<file path="src/rtl/logic_op_pkg.sv">
// logic_op_pkg: opcode encodings and the bitwise gate function shared by the logic pipe.
package logic_op_pkg;

    localparam int MAX_W = 64;

    localparam logic [2:0] OP_AND  = 3'd0;
    localparam logic [2:0] OP_OR   = 3'd1;
    localparam logic [2:0] OP_NOT  = 3'd2;
    localparam logic [2:0] OP_NAND = 3'd3;
    localparam logic [2:0] OP_NOR  = 3'd4;
    localparam logic [2:0] OP_XOR  = 3'd5;
    localparam logic [2:0] OP_XNOR = 3'd6;
    localparam logic [2:0] OP_PASS = 3'd7;

    // Evaluated at MAX_W bits; callers zero-extend operands and truncate the result to their width.
    function automatic logic [MAX_W-1:0] logic_op_f(
        input logic [2:0]       op,
        input logic [MAX_W-1:0] a,
        input logic [MAX_W-1:0] b
    );
        return op == OP_AND  ? a & b :
               op == OP_OR   ? a | b :
               op == OP_NOT  ? ~a :
               op == OP_NAND ? ~(a & b) :
               op == OP_NOR  ? ~(a | b) :
               op == OP_XOR  ? a ^ b :
               op == OP_XNOR ? ~(a ^ b) : a;
    endfunction

endpackage

</file>
<file path="src/rtl/logic_op_stage.sv">
// logic_op_stage: one register slice of the logic pipe holding valid, result and its flags.
module logic_op_stage
    import logic_op_pkg::*;
#(
    parameter int WIDTH = 8
) (
    input  logic             clk,
    input  logic             rst,
    input  logic             load,
    input  logic             up_valid,
    input  logic [WIDTH-1:0] up_data,
    input  logic             up_zero,
    input  logic             up_parity,
    output logic             valid,
    output logic [WIDTH-1:0] data,
    output logic             zero,
    output logic             parity
);

    // Payload only moves with a real beat, so a loaded bubble leaves the last value in place.
    always_ff @(posedge clk) begin
        if (rst) begin
            valid  <= 1'b0;
            data   <= '0;
            zero   <= 1'b0;
            parity <= 1'b0;
        end else if (load) begin
            valid <= up_valid;
            if (up_valid) begin
                data   <= up_data;
                zero   <= up_zero;
                parity <= up_parity;
            end
        end
    end

endmodule

</file>
<file path="src/rtl/logic_op_pipe.sv">
// logic_op_pipe: pipelined, back-pressurable bitwise logic unit with optional accumulate mode.
module logic_op_pipe
    import logic_op_pkg::*;
#(
    parameter int WIDTH  = 8,
    parameter int STAGES = 2
) (
    input  logic             clk,
    input  logic             rst,
    input  logic             in_valid,
    output logic             in_ready,
    input  logic [2:0]       op,
    input  logic             acc_mode,
    input  logic             acc_clr,
    input  logic [WIDTH-1:0] in1,
    input  logic [WIDTH-1:0] in2,
    output logic             o_valid,
    input  logic             o_ready,
    output logic [WIDTH-1:0] o,
    output logic             o_zero,
    output logic             o_parity
);

    logic [WIDTH-1:0]  acc;
    logic [WIDTH-1:0]  a;
    logic [WIDTH-1:0]  res;
    logic              accept;
    logic [STAGES-1:0] v;
    logic [STAGES-1:0] ld;
    logic [STAGES-1:0] z;
    logic [STAGES-1:0] p;
    logic [WIDTH-1:0]  d [STAGES];

    // A same-cycle clear wins over the stored accumulator as operand A.
    always_comb begin
        a   = acc_mode ? (acc_clr ? '0 : acc) : in1;
        res = WIDTH'(logic_op_f(op, MAX_W'(a), MAX_W'(in2)));
    end

    always_comb begin
        ld = '0;
        ld[STAGES-1] = !v[STAGES-1] || o_ready;
        for (int i = STAGES - 2; i >= 0; i--)
            ld[i] = !v[i] || ld[i+1];
    end

    assign in_ready = ld[0];
    assign accept   = in_valid && in_ready;

    always_ff @(posedge clk) begin
        if (rst)
            acc <= '0;
        else if (accept && acc_mode)
            acc <= res;
        else if (acc_clr)
            acc <= '0;
    end

    for (genvar i = 0; i < STAGES; i++) begin : g_stg
        if (i == 0) begin : g_head
            logic_op_stage #(.WIDTH(WIDTH)) u_stage (
                .clk      (clk),
                .rst      (rst),
                .load     (ld[0]),
                .up_valid (in_valid),
                .up_data  (res),
                .up_zero  (~|res),
                .up_parity(^res),
                .valid    (v[0]),
                .data     (d[0]),
                .zero     (z[0]),
                .parity   (p[0])
            );
        end else begin : g_tail
            logic_op_stage #(.WIDTH(WIDTH)) u_stage (
                .clk      (clk),
                .rst      (rst),
                .load     (ld[i]),
                .up_valid (v[i-1]),
                .up_data  (d[i-1]),
                .up_zero  (z[i-1]),
                .up_parity(p[i-1]),
                .valid    (v[i]),
                .data     (d[i]),
                .zero     (z[i]),
                .parity   (p[i])
            );
        end
    end

    assign o_valid  = v[STAGES-1];
    assign o        = d[STAGES-1];
    assign o_zero   = z[STAGES-1];
    assign o_parity = p[STAGES-1];

endmodule

</file>
<file path="config.mk">
export PLATFORM = sky130hd
export DESIGN_NAME = logic_op_pipe
export DESIGN_NICKNAME = d
export VERILOG_FILES = /design/src/rtl/logic_op_pkg.sv /design/src/rtl/logic_op_stage.sv /design/src/rtl/logic_op_pipe.sv
export SDC_FILE = /design/constraint.sdc
export NUM_CORES = 1
export LEC_CHECK = 0
export ABC_AREA = 0
export BUFFER_PORTS_ARGS = -buffer_cell sky130_fd_sc_hd__buf_2
export CAP_MARGIN = 30
export CORE_UTILIZATION = 35
export CTS_CLUSTER_SIZE = 28
export DETAILED_ROUTE_END_ITERATION = 8
export PLACE_DENSITY = 0.58
export SKIP_LAST_GASP = 1
export SLEW_MARGIN = 0
export SYNTH_ARGS = -nofsm -noshare
export SYNTH_HDL_FRONTEND = slang
export SYNTH_SLANG_ARGS = --single-unit
export TNS_END_PERCENT = 50
</file>
<file path="constraint.sdc">
create_clock -name clk -period 7.5 [get_ports clk]
set_input_delay 1.125 -clock clk [delete_from_list [all_inputs] [get_ports clk]]
set_output_delay 1.125 -clock clk [all_outputs]
set_load 0.005 [all_outputs]
</file>
After elaboration in Yosys (flattened, before gate mapping):

Cells that the tools add are included.

* output and inout port bits: 12
* bits of input ports: 25
* bits in registers: 30

* equality and inequality tests: 6
* multiplexer cells: 10
* bitwise logic cells: 7
* reduce and logical (&&, ||, !) cells: 12

Operators with widths (count)
* 8-bit two-way mux: 10
* 8-bit NOT: 4
* 3-bit equality test (second input constant): 3
* 8-bit bitwise AND: 1
* 8-bit bitwise OR: 1
* 8-bit OR reduction: 1
* 8-bit parity: 1
* 8-bit XOR: 1
* 3-bit by 2-bit equality test with 1-bit output (second input constant): 2
* 2-bit AND reduction: 2
* 3-bit by 1-bit equality test with 1-bit output (second input constant): 1
* 1-bit logical NOT: 3
* 3-bit logical NOT: 1
* 1-bit logical AND: 2
* 1-bit logical OR: 2

Logic depth before layout (Yosys ltp):

* depth in word-level cells: 13
* depth in mapped cells: 15
* gate-level depth less buffers: 13

By module:

Synthesis repeated with hierarchy kept, for this count alone.

* cells, all modules: 319
* area, all modules: 2580.0 µm²

Modules (own cells, without submodules)
* logic_op_pipe: seq. area each 160.2 µm², area each 1576.5 µm², instances 1, cells each 223
* logic_op_stage: seq. area each 220.2 µm², area each 501.7 µm², instances 2, cells each 48

Worst setup path after synthesis:

OpenSTA, ideal clock, no wires.

* path kind: input port to flip-flop
* from: input acc_mode
* to: register g_stg[0].g_head.u_stage.parity
* arrival time: 3.421 ns
* library setup time: 0.086 ns
* stages on the path: 14
* setup slack: 3.994 ns
* path through: buf_6 -> buf_4 -> nand2b_1 -> nand2_1 -> ha_1 -> and2_1 -> a2111oi_2 -> mux2i_1 -> nand3_1 -> nand2_1 -> ha_1 -> xnor2_1 -> xnor2_1 -> a211oi_1

* cells in the longest elaborated chain, start to end: 11
* elaborated cells on any way between the ends: 16
* classes of those cells: 8 x mux; 7 x bitwise; 1 x reduce/logical

Ends and longest elaborated chain
* start, declared: RTL line logic_op_pipe.sv:13 `input logic acc_mode,`
* 8-bit two-way mux (*): RTL line logic_op_pipe.sv:36 `a = acc_mode ? (acc_clr ? '0 : acc) : in1;`
* 8-bit XOR: RTL line logic_op_pkg.sv:26, logic_op_pkg.sv:27
* 8-bit NOT: RTL line logic_op_pkg.sv:27 `op == OP_XNOR ? ~(a ^ b) : a;`
* 8-bit two-way mux: RTL line logic_op_pkg.sv:27
* 8-bit two-way mux: RTL line logic_op_pkg.sv:26 `op == OP_XOR ? a ^ b :`
* 8-bit two-way mux: RTL line logic_op_pkg.sv:25 `op == OP_NOR ? ~(a | b) :`
* 8-bit two-way mux: RTL line logic_op_pkg.sv:24 `op == OP_NAND ? ~(a & b) :`
* 8-bit two-way mux: RTL line logic_op_pkg.sv:23 `op == OP_NOT ? ~a :`
* 8-bit two-way mux: RTL line logic_op_pkg.sv:22 `op == OP_OR ? a | b :`
* 8-bit two-way mux (*): RTL line logic_op_pkg.sv:21 `return op == OP_AND ? a & b :`
* 8-bit parity (*): RTL line logic_op_pipe.sv:68 `.up_parity(^res),`
* end signal, assigned: RTL line logic_op_stage.sv:32 `parity <= up_parity;`
* end, declared: RTL line logic_op_stage.sv:17 `output logic parity`

Mark *: on every way between the ends. The rest lies on a longest branch, timed or not.
A chain may end at the register's enable or synchronous reset.

Final worst setup path:

Same ends and word-level chain as after synthesis.

==> reports/summary.md <==
The total of max-cap violations was 0. After synthesis, the netlist uses 67 different library cells. For the final hold violation count, the log shows 0.

During synthesis, Yosys emitted a total of 0 warnings. The tools report the H-tree depth as 2. The top cell type by area accounts for 22.98% of the synthesized area.

Setup repair after global routing left no endpoint under its margin. The number of max-slew violations in the final report is 0, and the total DRC errors in the routed layout is 0. In this run, CTS created clock tree buffers numbering 5. Among all flip-flop cells after synthesis, the most frequent one is sky130_fd_sc_hd__dfxtp_1. The peak clock frequency supported by timing was 0.2750 GHz; the worst-path maximum fanout was 20.

After the flow finishes, the layout carries non-filler instances totaling 437. STA classifies the critical path startpoint as an input pin. The critical path starts at acc_mode.

The worst setup path is captured at a register. For this block, the routed nets add up to 6541 um of wire. Of the synthesized area, sequential elements account for 22.98%. The highest-utilization routing layer at the global route stage was met2. Summed over all failing endpoints, the final setup total negative slack is 0 ns. The post-route netlist has 20.41% of its cells at a drive strength greater than 1. A synthesized cell averages 8.067 um2. Global routing used 28.04% of the available met2 tracks. The post-synthesis compound-gate area fraction works out to 25.85%. The startpoint identified for the worst register-to-register timing path is acc[2]. The floorplan step defined a die boundary enclosing 0.007817 mm2. Subtracting the final worst setup slack from the clock period gives 3.636 ns. The fraction of the mapped netlist area in adder cells was 7.180%.

Headroom to the max-slew limit came out at 48.01%. TritonCTS built the clock tree. The total of fill cells in the finished design was 771. In the routed layout, each cell is associated on average with a via count of 5.391. Power spread over the standard cell area amounts to 158.8 mW/mm2. The run gives 324 as the instance count of the mapped netlist. STA puts the critical path data arrival time at 3.83 ns. Between clock sinks in the finished design, the worst skew comes to 0.003321 ns. The worst hold path begins at g_stg[0].g_head.u_stage.data[4]. For the worst-skew pair, the clock arrives at the later sink with an insertion delay of 0.28 ns. The flow ran to the end, and the final reports show no timing, DRC or antenna violations. The number of enable flip-flop cells after synthesis works out to 0.

For the first-pass iteration count of the detailed router, the log shows 4. Entering global routing, the biggest net connects 47 pins. For the pin with the worst max-slew slack, the measured transition is 0.7798 ns.

The tools report the final net count as 377. The number of antenna diodes in the final layout is 0. Setup violations remaining at the end of the flow were counted as 0. The tools report the worst slack on hold paths as 0.4613 ns. The maximum single-stage delay on the critical path was 0.39 ns. Die outline width: 88.42 um.

Across all layers, the routed design uses 2356 vias. The number of nets in the synthesized netlist is 364. The number of hold buffers added after cts was 0. The share of the clock period used by the worst path came out at 48.49%. The largest family of logic cells by synthesized area is simple AND/OR/NAND/NOR gates. The logs give 31 for the standard-cell row count and 0 for the quantity of gates resized following cts. Clock root buffer master: sky130_fd_sc_hd__clkbuf_8. The initial antenna violation count came out at 0. The post-CTS setup repair buffer count was 0; the layout overhead on the synthesized area was 6.989%. The buffer depth of the longest clock path is 2, and the post-synthesis simple-gate area fraction is 26.71%. The run gives 0 as the sum of overflow across all layers after global routing. sky130_fd_sc_hd__dfxtp_1 takes more of the synthesized area than any other cell. The mux cell area share after synthesis came out at 5.840%. Input and output buffers added on the ports amount to 36.

The tools report the number of DRC violations after detailed-routing iteration 0 as 163. The first global-routing pass estimated 10810 um of wire. Measured along the y axis, the die boundary spans 88.42 um.

The run gives 2213 as the via count of the first global-routing pass. After synthesis the netlist holds a flip-flop and latch count of 30. Data required time at the worst endpoint: 7.70 ns. The global-route met1 utilization came out at 23.98%. Across the VDD grid, the largest voltage drop is 58.39 uV. For the placeable core area, the log shows 0.007253 mm2. The critical setup path kind was in2reg. Once detail routing completed, the nets flagged for antenna violations numbered 0. In the post-synthesis netlist, the biggest area contributors are sky130_fd_sc_hd__dfxtp_1 (23%), sky130_fd_sc_hd__ha_1 (7.2%), sky130_fd_sc_hd__mux2i_1 (5.0%), sky130_fd_sc_hd__nor2_1 (4.7%), sky130_fd_sc_hd__nand2_1 (4.6%). Counting every sink on the clock net gives 30. Of all flip-flops after synthesis, the portion carrying an async set or reset was 0%.

Once the floorplan was initialized, standard cells occupied 36.04% of the core. Across every metal layer, demand over resource in global routing totals 17.89%. Routability-driven placement finished with a final weighted congestion of 0.8479. The sum of net half-perimeters after detailed placement was 4737 um. The worst min-delay path class was reg2reg. The area share of xor/xnor cells in the synthesized design came out at 1.005%. For the post-layout utilization of the core, the log shows 38.55%. The cell area after synthesis is 0.002614 mm2, and the leakage power is 1.258 nW. The final routed wire length divided by cell count is 14.97 um.

For the total I/O pin count, the log shows 37. On the critical path, the stage with the largest delay is an instance of sky130_fd_sc_hd__a2111oi_2. After clock tree synthesis, the clock-pin slew on the worst setup and hold paths is 0.06 ns. Traced cell by cell, the critical path runs through buf_2 > nand2b_1 > nand2_1 > ha_1 > a21o_1 > a2111oi_2 > o22ai_2 > a21boi_1 > ha_1 > xnor2_1 > xnor2_1 > a211oi_1.

Global routing consumed, on the met3 layer, 3.731% of the routing resources. The placed cell count was 429.
per-layer routing:
layer	vias up	part of all wire [%]
met5	-	0
met1	1067	48
met4	0	2.2
met2	75	45
li1	1200	-
met3	14	4.7
state kept, by name, summed over array words and instances, names as in the netlist:
signal and cells:
acc 8, g_stg.g_head.u_stage.valid 1, g_stg.g_tail.u_stage.data 8, g_stg.g_head.u_stage.data 8, g_stg.g_tail.u_stage.zero 1, g_stg.g_tail.u_stage.valid 1, g_stg.g_head.u_stage.parity 1, g_stg.g_head.u_stage.zero 1
g_stg.g_tail.u_stage.parity 1
cell usage after synthesis (4+ instances only):
cell type and count:
sky130_fd_sc_hd__a2111oi_2 4, sky130_fd_sc_hd__a211oi_1 9, sky130_fd_sc_hd__a21oi_1 20, sky130_fd_sc_hd__a31oi_1 7
sky130_fd_sc_hd__and3b_1 4, sky130_fd_sc_hd__buf_2 8, sky130_fd_sc_hd__buf_4 11, sky130_fd_sc_hd__buf_6 7
sky130_fd_sc_hd__clkbuf_1 4, sky130_fd_sc_hd__dfxtp_1 30, sky130_fd_sc_hd__ha_1 15, sky130_fd_sc_hd__inv_1 12
sky130_fd_sc_hd__mux2i_1 13, sky130_fd_sc_hd__nand2_1 32, sky130_fd_sc_hd__nand2b_1 9, sky130_fd_sc_hd__nand3_1 7
sky130_fd_sc_hd__nand3b_1 6, sky130_fd_sc_hd__nor2_1 33, sky130_fd_sc_hd__nor2b_1 5, sky130_fd_sc_hd__nor3_1 7
sky130_fd_sc_hd__nor3b_1 4, sky130_fd_sc_hd__o21ai_0 9
cell families (layout without fill, tap and decap cells):
kind of cell	after synthesis	after routing
adders and majority gates	15	15
buffers and inverters	45	59
AOI/OAI and AO/OA	88	88
xor gates and xnor gates	3	3
DFF	30	30
muxes	14	14
and+or+nand+nor	129	129
metrics by stage:
step           setup slack, ns  area [um2]  total power, W
2_1_floorplan            3.994        2614       0.0002859
3_3_place_gp             3.630        2698       0.0003113
3_5_place_dp             3.570        2705       0.0003126
4_1_cts                  3.880        2796       0.0004483
5_1_grt                  3.731        2796       0.0004733
6_report                 3.864        2796       0.0004440
worst paths after layout:
path,end,slack [ns],cells past startpoint
hold reg to reg,g_stg[0].g_head.u_stage.data[4],0.46,2
setup / recovery,g_stg[0].g_head.u_stage.parity,3.86,12
setup reg to reg,g_stg[0].g_head.u_stage.parity,4.84,12
hold / removal,g_stg[0].g_head.u_stage.data[4],0.46,2
placed cells by master, fill, tap and decap left out, types with 5 or more instances in the layout:
master	netlist	routed
sky130_fd_sc_hd__nand3b_1	6	6
sky130_fd_sc_hd__mux2i_1	13	13
sky130_fd_sc_hd__nor3_1	7	7
sky130_fd_sc_hd__nand3_1	7	7
sky130_fd_sc_hd__nor2_1	33	33
sky130_fd_sc_hd__dfxtp_1	30	30
sky130_fd_sc_hd__ha_1	15	15
sky130_fd_sc_hd__a211oi_1	9	9
sky130_fd_sc_hd__nand2b_1	9	9
sky130_fd_sc_hd__buf_2	8	36
sky130_fd_sc_hd__a31oi_1	7	7
sky130_fd_sc_hd__inv_1	12	12
sky130_fd_sc_hd__nor2b_1	5	5
sky130_fd_sc_hd__nand2_1	32	32
sky130_fd_sc_hd__o21ai_0	9	8
sky130_fd_sc_hd__a21oi_1	20	20
sky130_fd_sc_hd__clkbuf_8	0	6
power breakdown:
part / switching, W / leakage, nW / total (W) / internal [W]
combinational: 0.0000764 / 0.964 / 0.000134 / 0.0000575
clock: 0.0000608 / 0.0482 / 0.000135 / 0.0000739
sequential: 0.00000596 / 0.246 / 0.000175 / 0.000169
worst max-delay path, delay by kind of cell:
family / cells / cell delay (ns)
AOI/OAI and AO/OA: 5 / 1.12
xor gates and xnor gates: 2 / 0.28
adders and majority gates: 2 / 0.58
buffers and inverters: 1 / 0.34
and+or+nand+nor: 2 / 0.37
cell type report:
| cell class | instances | area, um2 | share of cell area, % |
|---|---|---|---|
| multi-input cells | 249 | 1740 | 62.24 |
| flip-flops and latches | 30 | 600.6 | 21.48 |
| repair buffers | 37 | 187.7 | 6.711 |
| well taps | 99 | 123.9 | 4.430 |
| clock buffers | 7 | 86.33 | 3.087 |
| inverters | 14 | 52.55 | 1.879 |
| clock inverters | 1 | 5.005 | 0.1790 |
No activity file was read; power rests on OpenSTA's default activity.
